`src/rtl/sig_event_monitor_pkg.sv`:
```
// Shared types and helpers for the multi-channel signal event monitor.
// Latency: n/a (types and constant functions only).
// Backpressure: n/a.
package sig_event_monitor_pkg;

    // Per-channel check mode, two bits per channel on the mode bus
    typedef enum logic [1:0] {
        MODE_OFF      = 2'b00,
        MODE_STABLE   = 2'b01,
        MODE_RISE_WIN = 2'b10,
        MODE_MIN_HOLD = 2'b11
    } mode_e;

    // Channel FSM states
    typedef enum logic [1:0] {
        S_IDLE  = 2'b00,
        S_PRIME = 2'b01,
        S_RUN   = 2'b10,
        S_ARMED = 2'b11
    } ch_state_e;

    // Widest saturating counter the helper below can describe
    localparam int SAT_W_MAX = 32;

    // All-ones ceiling of a w-bit saturating counter
    function automatic logic [SAT_W_MAX-1:0] sat_limit(input int w);
        if (w >= SAT_W_MAX) begin
            return '1;
        end
        return (32'd1 << w) - 32'd1;
    endfunction

endpackage

```
`src/rtl/event_mon_ch.sv`:
```
// One monitor channel: edge detect plus STABLE / RISE_WIN / MIN_HOLD check.
// Latency: rose/fell/pass/viol registered, 1 cycle after the sampling edge.
// Backpressure: none; observes every cycle and never stalls.
module event_mon_ch
    import sig_event_monitor_pkg::*;
#(
    parameter int CNT_W = 8,
    parameter int WIN_W = 4
) (
    input  logic             clk,
    input  logic             rst_n,
    input  logic             enable_i,
    input  logic             sig_i,
    input  logic [1:0]       mode_i,
    input  logic             arm_i,
    input  logic [WIN_W-1:0] win_i,
    input  logic             clear_i,
    output logic             rose_o,
    output logic             fell_o,
    output logic             pass_o,
    output logic             viol_o,
    output logic             viol_sticky_o,
    output logic [CNT_W-1:0] viol_cnt_o
);

    localparam logic [CNT_W-1:0] CNT_MAX = CNT_W'(sat_limit(CNT_W));
    localparam logic [CNT_W-1:0] CNT_ONE = CNT_W'(1);
    localparam logic [WIN_W-1:0] WIN_ONE = WIN_W'(1);

    mode_e            mode_cur;
    mode_e            mode_q;
    ch_state_e        state_q, state_d;
    logic             prev_q, prev_d;
    logic [WIN_W-1:0] tmr_q, tmr_d;
    logic             rose_d, fell_d, pass_d, viol_d;
    logic             rise, fall, any_edge;

    assign mode_cur = mode_e'(mode_i);
    assign rise     = sig_i & ~prev_q;
    assign fall     = ~sig_i & prev_q;
    assign any_edge = rise | fall;

    // Next state, prev sample, window/hold timer and pulse decisions
    always_comb begin
        state_d = state_q;
        prev_d  = prev_q;
        tmr_d   = tmr_q;
        rose_d  = 1'b0;
        fell_d  = 1'b0;
        pass_d  = 1'b0;
        viol_d  = 1'b0;
        if (!enable_i || mode_cur == MODE_OFF) begin
            // Going quiet forgets the last sample and any open window
            state_d = S_IDLE;
            prev_d  = 1'b0;
            tmr_d   = '0;
        end else begin
            case (state_q)
                S_IDLE: begin
                    state_d = S_PRIME;
                end
                S_PRIME: begin
                    // First sample has nothing to compare against
                    prev_d  = sig_i;
                    state_d = S_RUN;
                end
                S_RUN, S_ARMED: begin
                    prev_d = sig_i;
                    rose_d = rise;
                    fell_d = fall;
                    if (mode_cur != mode_q) begin
                        // New mode starts clean next cycle; this cycle checks nothing
                        state_d = S_RUN;
                        tmr_d   = '0;
                    end else begin
                        case (mode_cur)
                            MODE_STABLE: begin
                                viol_d = any_edge;
                            end
                            MODE_RISE_WIN: begin
                                if (state_q == S_RUN) begin
                                    if (arm_i) begin
                                        tmr_d   = (win_i == '0) ? WIN_ONE : win_i;
                                        state_d = S_ARMED;
                                    end
                                end else if (rise) begin
                                    pass_d  = 1'b1;
                                    state_d = S_RUN;
                                    tmr_d   = '0;
                                end else if (tmr_q <= WIN_ONE) begin
                                    viol_d  = 1'b1;
                                    state_d = S_RUN;
                                    tmr_d   = '0;
                                end else begin
                                    tmr_d = tmr_q - WIN_ONE;
                                end
                            end
                            MODE_MIN_HOLD: begin
                                if (any_edge) begin
                                    // A zero hold length turns the check off
                                    viol_d = (tmr_q != '0) && (win_i != '0);
                                    tmr_d  = win_i;
                                end else if (tmr_q != '0) begin
                                    tmr_d = tmr_q - WIN_ONE;
                                end
                            end
                            default: begin
                            end
                        endcase
                    end
                end
                default: begin
                    state_d = S_IDLE;
                end
            endcase
        end
    end

    // FSM, sample and timer registers plus registered pulse outputs
    always_ff @(posedge clk or negedge rst_n) begin
        if (!rst_n) begin
            state_q <= S_IDLE;
            mode_q  <= MODE_OFF;
            prev_q  <= 1'b0;
            tmr_q   <= '0;
            rose_o  <= 1'b0;
            fell_o  <= 1'b0;
            pass_o  <= 1'b0;
            viol_o  <= 1'b0;
        end else begin
            state_q <= state_d;
            mode_q  <= mode_cur;
            prev_q  <= prev_d;
            tmr_q   <= tmr_d;
            rose_o  <= rose_d;
            fell_o  <= fell_d;
            pass_o  <= pass_d;
            viol_o  <= viol_d;
        end
    end

    // Sticky flag and saturating count; a violation beats a same-cycle clear
    always_ff @(posedge clk or negedge rst_n) begin
        if (!rst_n) begin
            viol_sticky_o <= 1'b0;
            viol_cnt_o    <= '0;
        end else if (viol_d) begin
            viol_sticky_o <= 1'b1;
            if (clear_i) begin
                viol_cnt_o <= CNT_ONE;
            end else if (viol_cnt_o != CNT_MAX) begin
                viol_cnt_o <= viol_cnt_o + CNT_ONE;
            end
        end else if (clear_i) begin
            viol_sticky_o <= 1'b0;
            viol_cnt_o    <= '0;
        end
    end

endmodule

```
`src/rtl/sig_event_monitor.sv`:
```
// Multi-channel hardware assertion engine: edge pulses and per-channel checks.
// Latency: all outputs registered, 1 cycle after the sampling edge.
// Backpressure: none; every channel observes its signal every cycle.
module sig_event_monitor
    import sig_event_monitor_pkg::*;
#(
    parameter int NUM_CH = 4,
    parameter int CNT_W  = 8,
    parameter int WIN_W  = 4
) (
    input  logic                    clk,
    input  logic                    rst_n,
    input  logic                    enable_i,
    input  logic [NUM_CH-1:0]       sig_i,
    input  logic [2*NUM_CH-1:0]     mode_i,
    input  logic [NUM_CH-1:0]       arm_i,
    input  logic [WIN_W-1:0]        win_i,
    input  logic                    clear_i,
    output logic [NUM_CH-1:0]       rose_o,
    output logic [NUM_CH-1:0]       fell_o,
    output logic [NUM_CH-1:0]       pass_o,
    output logic [NUM_CH-1:0]       viol_o,
    output logic [NUM_CH-1:0]       viol_sticky_o,
    output logic [NUM_CH*CNT_W-1:0] viol_cnt_o
);

    // One independent channel per monitored signal, slices packed by index
    for (genvar c = 0; c < NUM_CH; c++) begin : g_ch
        event_mon_ch #(
            .CNT_W (CNT_W),
            .WIN_W (WIN_W)
        ) u_ch (
            .clk           (clk),
            .rst_n         (rst_n),
            .enable_i      (enable_i),
            .sig_i         (sig_i[c]),
            .mode_i        (mode_i[2*c +: 2]),
            .arm_i         (arm_i[c]),
            .win_i         (win_i),
            .clear_i       (clear_i),
            .rose_o        (rose_o[c]),
            .fell_o        (fell_o[c]),
            .pass_o        (pass_o[c]),
            .viol_o        (viol_o[c]),
            .viol_sticky_o (viol_sticky_o[c]),
            .viol_cnt_o    (viol_cnt_o[CNT_W*c +: CNT_W])
        );
    end

endmodule

```
`config.mk`:
```
export PLATFORM = sky130hd
export DESIGN_NAME = sig_event_monitor
export DESIGN_NICKNAME = d
export VERILOG_FILES = /design/src/rtl/sig_event_monitor_pkg.sv /design/src/rtl/event_mon_ch.sv /design/src/rtl/sig_event_monitor.sv
export SDC_FILE = /design/constraint.sdc
export NUM_CORES = 1
export LEC_CHECK = 0
export CAP_MARGIN = 20
export CELL_PAD_IN_SITES_DETAIL_PLACEMENT = 1
export CELL_PAD_IN_SITES_GLOBAL_PLACEMENT = 2
export CORE_ASPECT_RATIO = 1.5
export CORE_MARGIN = 4
export CORE_UTILIZATION = 37
export DETAILED_ROUTE_END_ITERATION = 10
export GPL_TIMING_DRIVEN = 1
export HOLD_SLACK_MARGIN = 0.08
export MAX_ROUTING_LAYER = met4
export PLACE_DENSITY_LB_ADDON = 0.12
export SYNTH_ARGS = -nofsm -noshare
export SYNTH_HDL_FRONTEND = slang
export SYNTH_SLANG_ARGS = --single-unit
```
`constraint.sdc`:
```
create_clock -name clk -period 5.1 [get_ports clk]
set_clock_uncertainty 0.2 [all_clocks]
set_input_delay 0.765 -clock clk [delete_from_list [all_inputs] [get_ports clk]]
set_output_delay 0.765 -clock clk [all_outputs]
set_load 0.005 [all_outputs]
```
==> metrics.md, run 1 <==
| Metric | Value |
|---|---|
| Antenna violations before repair | `0` |
| Port bufs | `75` |
| Layout cell share with drive strength beyond 1 | `5.519%` |
| Max_slew headroom | `38.08%` |
| Comb pwr share | `12.9%` |
| Placed cell area | `6092 um^2` |
| EDFF count, synth | `0` |
| Die ar. | `16450 um^2` |
| Mapped Cells | `565` |
| Area taken by multi-input logic gates | `2751 um^2` |
| Vias/cell | `5.777` |
| Min Tclk post-route | `3.356 ns` |
| 1st-pass router iterations | `4` |
| Met3 Use GR | `2.864%` |
| Overall power | `1.664 mW` |
| Register area share after synthesis | `41.27%` |
| Bufs and invs on worst path | `1` |
| RSZ-0062 raised after global routing | `false` |
| Gr usage total | `19.18%` |
| Finished Layout Cells | `808` |
| P_leak | `2.687 nW` |
| CP Depth | `6` |
| Sw frac | `26.04%` |
| Global-route wire length before repair | `25100 um` |
| Setup Crit Path Kind | `input port to register` |
| Clk slew on worst S/H paths | `0.06 ns` |
| DIE WIDTH | `106.1 um` |
| Final #Nets | `657` |
| Most common cell on crit path | `nand2_1` |
| Slew Limit Fails | `0` |
| Outcome | `finished clean` |
| Final hold violations | `0` |
| Postcts setup bufs | `0` |
| # hold bufs at CTS | `0` |
| Height of the die | `155.1 um` |
| Internal power | `1.231 mW` |
| Cell family with most CP delay | `buffers and inverters` |
| Cell Chain, Critical Path | `clkdlybuf4s50_1 -> nand2_1 -> o22ai_1 -> nand2_1 -> or4_1 -> a21oi_1` |
| Worst-Skew Late Latency | `0.35 ns` |
| Initial Util | `37.96%` |
| Worst path arrival time | `3.42 ns` |
| Synth warn | `0` |
| Register area | `2202 um^2` |
| Crit path capture type | `register` |
| Commonest non-fill, non-tap cell in the layout | `dfrtp_1` |
| Worst setup SP type | `input port` |
| Largest net degree at the start of global routing | `57` |
| Worst vdd ir | `0.1252 mV` |
| # IOs | `76` |
| 1st-iter DRT viols | `222` |
| PostCTS Resize Cnt | `0` |
| Setup violators final | `0` |
| Core footprint | `14060 um^2` |
| Final GP Congestion | `0.8400` |
| Met1 GRT Util | `22.87%` |
| Ys flop type | `dfrtp_1` |
| Mapped Area | `5336 um^2` |
| TritonCTS clock tree | `done` |
| Clk network pwr share | `42.9%` |
| DR WL/cell | `18.46 um` |
| Mean Syn Cell Area | `9.445 um^2` |
| DP Wirelength | `10960 um` |
| Final Cycle Share | `65.81%` |
| Antenna-violating nets left | `0` |
| M2 GR Usage | `33.21%` |
| Area grow syn2layout | `19.98%` |
| Clock Sinks | `88` |
| Seq cells post-synth | `88` |
| Sw power | `0.4333 mW` |
| N_diodes | `0` |
| Pwr dens | `260.0 nW/um^2` |
| Drc violations | `0` |
| Placed cell count | `794` |
| Async set or reset register ratio after synthesis | `100.0%` |
| CTS Buf Count | `9` |
| Fmax | `297.9 MHz` |
| Vias in the first global route | `4898` |
| Synth cell types | `70` |
| Fillcell total | `1629` |
| Top cells by area, synth | `dfrtp_1 41%, ha_1 4.7%, buf_4 3.0%` |
| Final Util | `45.54%` |
| Post-synth top area share | `41.27%` |
| GR Overflow Total | `0` |
| Worst slew pin tran | `0.9245 ns` |
| Max-cap viol count | `0` |
| Via count | `4668` |
| Hold crit path type | `input port to asynchronous set/reset pin` |
| Design area | `6402 um^2` |
| Area leader, netlist | `dfrtp_1` |
| Largest stage delay, worst path | `1.07 ns` |
| Most frequent cells in the layout | `88 x dfrtp_1, 74 x clkdlybuf4s50_1, 39 x nand2_1` |
| Slowest cell on crit path | `clkdlybuf4s50_1` |
| Std cell rows | `53` |
| Syn Nets | `609` |
| Crit-path max FO | `22` |
| Worst Path Required | `5.16 ns` |
| Reg power frac | `44.2%` |
| CTS Root Cell | `clkbuf_16` |
| CTS max path bufs | `2` |
| Worst Reg2Reg Path Length in Cells | `7` |
| Final setup TNS | `0 ns` |
| Most Crowded Layer GR | `met2` |
| H-tree levels | `3` |
| Drt total wl | `14920 um` |
[path summary, 6_finish.rpt]
path | slack [ns] | to | start
setup / recovery | 1.74 | g_ch[0].u_ch.viol_cnt_o[3] | enable_i
hold / removal | 0.28 | g_ch[3].u_ch.viol_cnt_o[3] | rst_n
setup reg to reg | 2.27 | g_ch[3].u_ch.viol_cnt_o[3] | g_ch[3].u_ch.tmr_q[0]
hold reg to reg | 0.28 | g_ch[0].u_ch.viol_sticky_o | g_ch[0].u_ch.viol_sticky_o
max in group asynchronous | 3.48 | g_ch[2].u_ch.viol_o | rst_n
min in group clk | 0.28 | g_ch[0].u_ch.viol_sticky_o | g_ch[0].u_ch.viol_sticky_o
[cells by family after synthesis]
logic type	after synthesis	share of synthesized area, %
AOI/OAI and AO/OA	155	21.20
xor gates and xnor gates	4	0.6564
adders and majority gates	20	4.689
buffers and inverters	76	7.175
DFF	88	41.27
muxes	13	2.509
and+or+nand+nor	209	22.51
[through the flow]
stage	worst slack (ns)	hold WS (ns)
global placement	1.531	0.2663
finish	1.744	0.2779
CTS	1.765	0.2871
global route	1.470	0.3095
floorplan	2.417	0.2543
detailed placement	1.444	0.2727
[layer usage]
metal | vias up | wire [um]
li1 | 2208 | -
met1 | 2339 | 6517
met2 | 97 | 7643
met3 | 24 | 430
met4 | 0 | 327
met5 | - | 0
[cell usage after synthesis (all sizes together) (4+ instances only)]
cell     instances
mux2i           10
a31oi            6
buf             31
a21o             5
nor4b            5
inv             36
nand4           12
o2bb2ai          4
nor2b            7
or4             16
nor3             8
ha              20
dfrtp           88
a21oi           28
o21a             5
a22o             6
clkbuf           9
and2             4
and3            17
a311oi           4
nor2            36
nor3b            7
o21ai           22
and4             4
nand2b          10
a2bb2oi          6
nand3           19
o22ai            8
or2              4
nand2           39
o32ai            9
xor2             4
a211oi           5
o31ai           19
[cell type report]
class                      instances  share of cell area (%)
sequential                        88                   34.40
inverter                          36                   2.111
tap                              192                   3.752
clock inverter                     3                   1.055
timing repair buffer              77                   11.92
clock buffer                      11                   3.791
multi-input combinational        401                   42.97
[power groups by stage]
stage	clock, mW	combinational [mW]	sequential (mW)
3_3_place_gp	0	0.210	0.748
3_5_place_dp	0	0.216	0.749
2_1_floorplan	0	0.140	0.738
5_1_grt	0.763	0.239	0.739
4_1_cts	0.735	0.217	0.736
6_report	0.714	0.214	0.736
[state kept, by name, summed over array words and instances (netlist names), 8 cells and up]
name                  cells
g_ch.u_ch.state_q         8
g_ch.u_ch.tmr_q          16
g_ch.u_ch.viol_cnt_o     32
g_ch.u_ch.mode_q          8
No activity file was read; power rests on OpenSTA's default activity.
==> run 2: changes to the inputs <==
--- a/config.mk
+++ b/config.mk
@@ -10,7 +10,7 @@
 export CELL_PAD_IN_SITES_GLOBAL_PLACEMENT = 2
 export CORE_ASPECT_RATIO = 1.5
 export CORE_MARGIN = 4
-export CORE_UTILIZATION = 37
+export CORE_UTILIZATION = 31
 export DETAILED_ROUTE_END_ITERATION = 10
 export GPL_TIMING_DRIVEN = 1
 export HOLD_SLACK_MARGIN = 0.08
==> constraint.sdc (replaced) <==
create_clock -name clk -period 2.9 [get_ports clk]
set_clock_uncertainty 0.2 [all_clocks]
set_input_delay 0.435 -clock clk [delete_from_list [all_inputs] [get_ports clk]]
set_output_delay 0.435 -clock clk [all_outputs]
set_load 0.005 [all_outputs]
==> run 2 against run 1 <==
Global-route usage shrank 1.9 points; via count up 2.8%; non-clock buffer count up 45; clock power increased by 71%; count of clock-buffer cells in the layout unchanged; final cell count grew 8.0%; total power is 77% higher; worst setup slack got worse by 1.5 ns; cell area rose by 5.9%; combinational power grew 110%; routed wire length increased by 5.2%; largest power group unchanged.
==> metrics.md, run 2 (synthesis gave the netlist of run 1 again) <==
| Metric | Value |
|---|---|
| # IOs | `76 (unchanged)` |
| Std cell rows | `58 (+9.4%)` |
| DP Wirelength | `12110 um (+11%)` |
| DR WL/cell | `17.97 um (-2.6%)` |
| Worst setup SP type | `input port` |
| P_leak | `2.908 nW (+8.3%)` |
| Overall power | `2.946 mW (+77%)` |
| Worst-Skew Late Latency | `0.34 ns (about the same)` |
| RSZ-0062 raised after global routing | `false` |
| Clk slew on worst S/H paths | `0.06 ns (about the same)` |
| Die ar. | `19420 um^2 (+18%)` |
| Placed cell area | `6457 um^2 (+6.0%)` |
| Postcts setup bufs | `0 (unchanged)` |
| Hold Crit Start | `g_ch[2].u_ch.viol_sticky_o` |
| H-tree levels | `3 (unchanged)` |
| N_diodes | `0 (unchanged)` |
| Outcome | `finished clean` |
| Hold crit path type | `register to register` |
| Crit-path max FO | `11 (-50%)` |
| Initial Util | `31.70% (-6.3 points)` |
| GR Overflow Total | `0 (unchanged)` |
| Drc violations | `0 (unchanged)` |
| Antenna-violating nets left | `0 (unchanged)` |
| Setup violators final | `0 (unchanged)` |
| Via count | `4800 (+2.8%)` |
| Final GP Congestion | `0.7972 (-5.1%)` |
| Vias in the first global route | `5214 (+6.5%)` |
| Height of the die | `168.7 um (+8.8%)` |
| CTS Buf Count | `9 (unchanged)` |
| Layout cell share with drive strength beyond 1 | `12.22% (+6.7 points)` |
| Global-route wire length before repair | `26620 um (+6.0%)` |
| Final #Nets | `702 (+6.8%)` |
| Largest net degree at the start of global routing | `40 (-30%)` |
| Fmax | `370.8 MHz` |
| Antenna violations before repair | `0 (unchanged)` |
| Final Cycle Share | `93.00%` |
| RR Startpoint | `g_ch[0].u_ch.tmr_q[0]` |
| Crit path launch | `sig_i[2]` |
| 1st-iter DRT viols | `166 (-25%)` |
| Pwr dens | `434.5 nW/um^2 (+67%)` |
| Final hold violations | `0 (unchanged)` |
| Commonest non-fill, non-tap cell in the layout | `dfrtp_1` |
| Max-cap viol count | `0 (unchanged)` |
| DIE WIDTH | `115.1 um (+8.6%)` |
| Min Tclk post-route | `2.697 ns` |
| Hold_ws | `0.2898 ns (+0.01189 ns)` |
| Worst Path Required | `2.98 ns (-2.18 ns)` |
| Max_slew headroom | `62.93% (+25 points)` |
| Worst path arrival time | `2.77 ns (-0.65 ns)` |
| Most frequent cells in the layout | `88 x dfrtp_1, 74 x clkdlybuf4s50_1, 46 x buf_4` |
| Port bufs | `75 (unchanged)` |
| Worst setup margin | `0.2029 ns (-1.541 ns)` |
| Drt total wl | `15690 um (+5.2%)` |
| TritonCTS clock tree | `done` |
| Slew Limit Fails | `0 (unchanged)` |
| Crit path capture type | `register` |
| Final Util | `40.27% (-5.3 points)` |
| Max FFs per register | `32 (unchanged)` |
| CTS Root Cell | `clkbuf_16` |
| Biggest regs | `g_ch.u_ch.viol_cnt_o (32), g_ch.u_ch.tmr_q (16)` |
| Gr usage total | `17.25% (-1.9 points)` |
| Vias/cell | `5.498 (-4.8%)` |
| Worst vdd ir | `0.2186 mV (+75%)` |
| 1st-pass router iterations | `4 (unchanged)` |
| Core footprint | `16840 um^2 (+20%)` |
| Area grow syn2layout | `27.06%` |
| Worst slew pin tran | `0.5561 ns (-0.3685 ns)` |
| Design area | `6780 um^2 (+5.9%)` |
| Setup Crit Path Kind | `input port to register` |
| Reg with most FFs | `g_ch.u_ch.viol_cnt_o` |
| Clock Sinks | `88 (unchanged)` |
| Dpl ws | `-0.1591 ns (-1.603 ns)` |
| CTS max path bufs | `2 (unchanged)` |
## run 2: layout make-up
cell class,instances,area (um^2)
Timing Repair Buffer,122,1116
Sequential cell,88,2202
Inverter,36,135.1
Tap cell,210,262.8
Clock inverter,5,63.81
Clock buffer,11,242.7
Fill cell,1966,10060
Multi-Input combinational cell,401,2758
## run 2: critical path, stage by stage
cell	delay [ns]
clkdlybuf4s50_1	0.48
inv_1	0.05
ha_1	0.30
nand2b_1	0.15
o32ai_1	0.38
a31oi_2	0.18
buf_4	0.23
nor4_1	0.31
o221a_2	0.25
## run 2: final timing paths
| path | end | slack [ns] | depth (start not counted) |
|---|---|---|---|
| worst max-delay path | g_ch[2].u_ch.viol_cnt_o[7] | 0.20 | 9 |
| worst min-delay path | g_ch[2].u_ch.viol_sticky_o | 0.29 | 1 |
| worst max register to register | g_ch[0].u_ch.viol_cnt_o[0] | 0.31 | 8 |
| worst min register to register | g_ch[2].u_ch.viol_sticky_o | 0.29 | 1 |
| max in group asynchronous | g_ch[3].u_ch.rose_o | 1.43 | 3 |
| min in group asynchronous | g_ch[3].u_ch.viol_cnt_o[5] | 0.38 | 2 |
## run 2: report_power, final
group / internal, mW / switching [mW] / total [mW]
combinational: 0.186 / 0.254 / 0.440
sequential: 1.25 / 0.0295 / 1.28
clock: 0.701 / 0.523 / 1.22
## run 2: metal layers
layer / part of all wire (%) / up-vias / track usage, % / wire length [um]
met5: 0 / - / - / 0
met4: 1.3 / 0 / 4.341 / 210
met3: 2.7 / 14 / 2.790 / 420
met2: 52 / 65 / 30.12 / 8110
met1: 44 / 2413 / 20.56 / 6950
li1: - / 2308 / - / -
## run 2: per-stage QoR
| stage | instances | setup TNS (ns) |
|---|---|---|
| floorplan | 565 | 0 |
| CTS | 873 | 0 |
| finish | 873 | 0 |
| global route | 873 | 0 |
| detailed placement | 856 | -0.9436 |
| global placement | 856 | -0.3177 |
## run 2: repair_timing
item	CTS	global route
resized for setup	0	1
hold endpoints to repair	30	0
setup endpoints to repair	0	5
hold buffers	1	0
==> run 3: changes to the inputs <==
--- a/config.mk
+++ b/config.mk
@@ -5,7 +5,6 @@
 export SDC_FILE = /design/constraint.sdc
 export NUM_CORES = 1
 export LEC_CHECK = 0
-export CAP_MARGIN = 20
 export CELL_PAD_IN_SITES_DETAIL_PLACEMENT = 1
 export CELL_PAD_IN_SITES_GLOBAL_PLACEMENT = 2
 export CORE_ASPECT_RATIO = 1.5
==> results of run 3 <==
The final DEF is identical to that of run 2; final timing and power are the same.
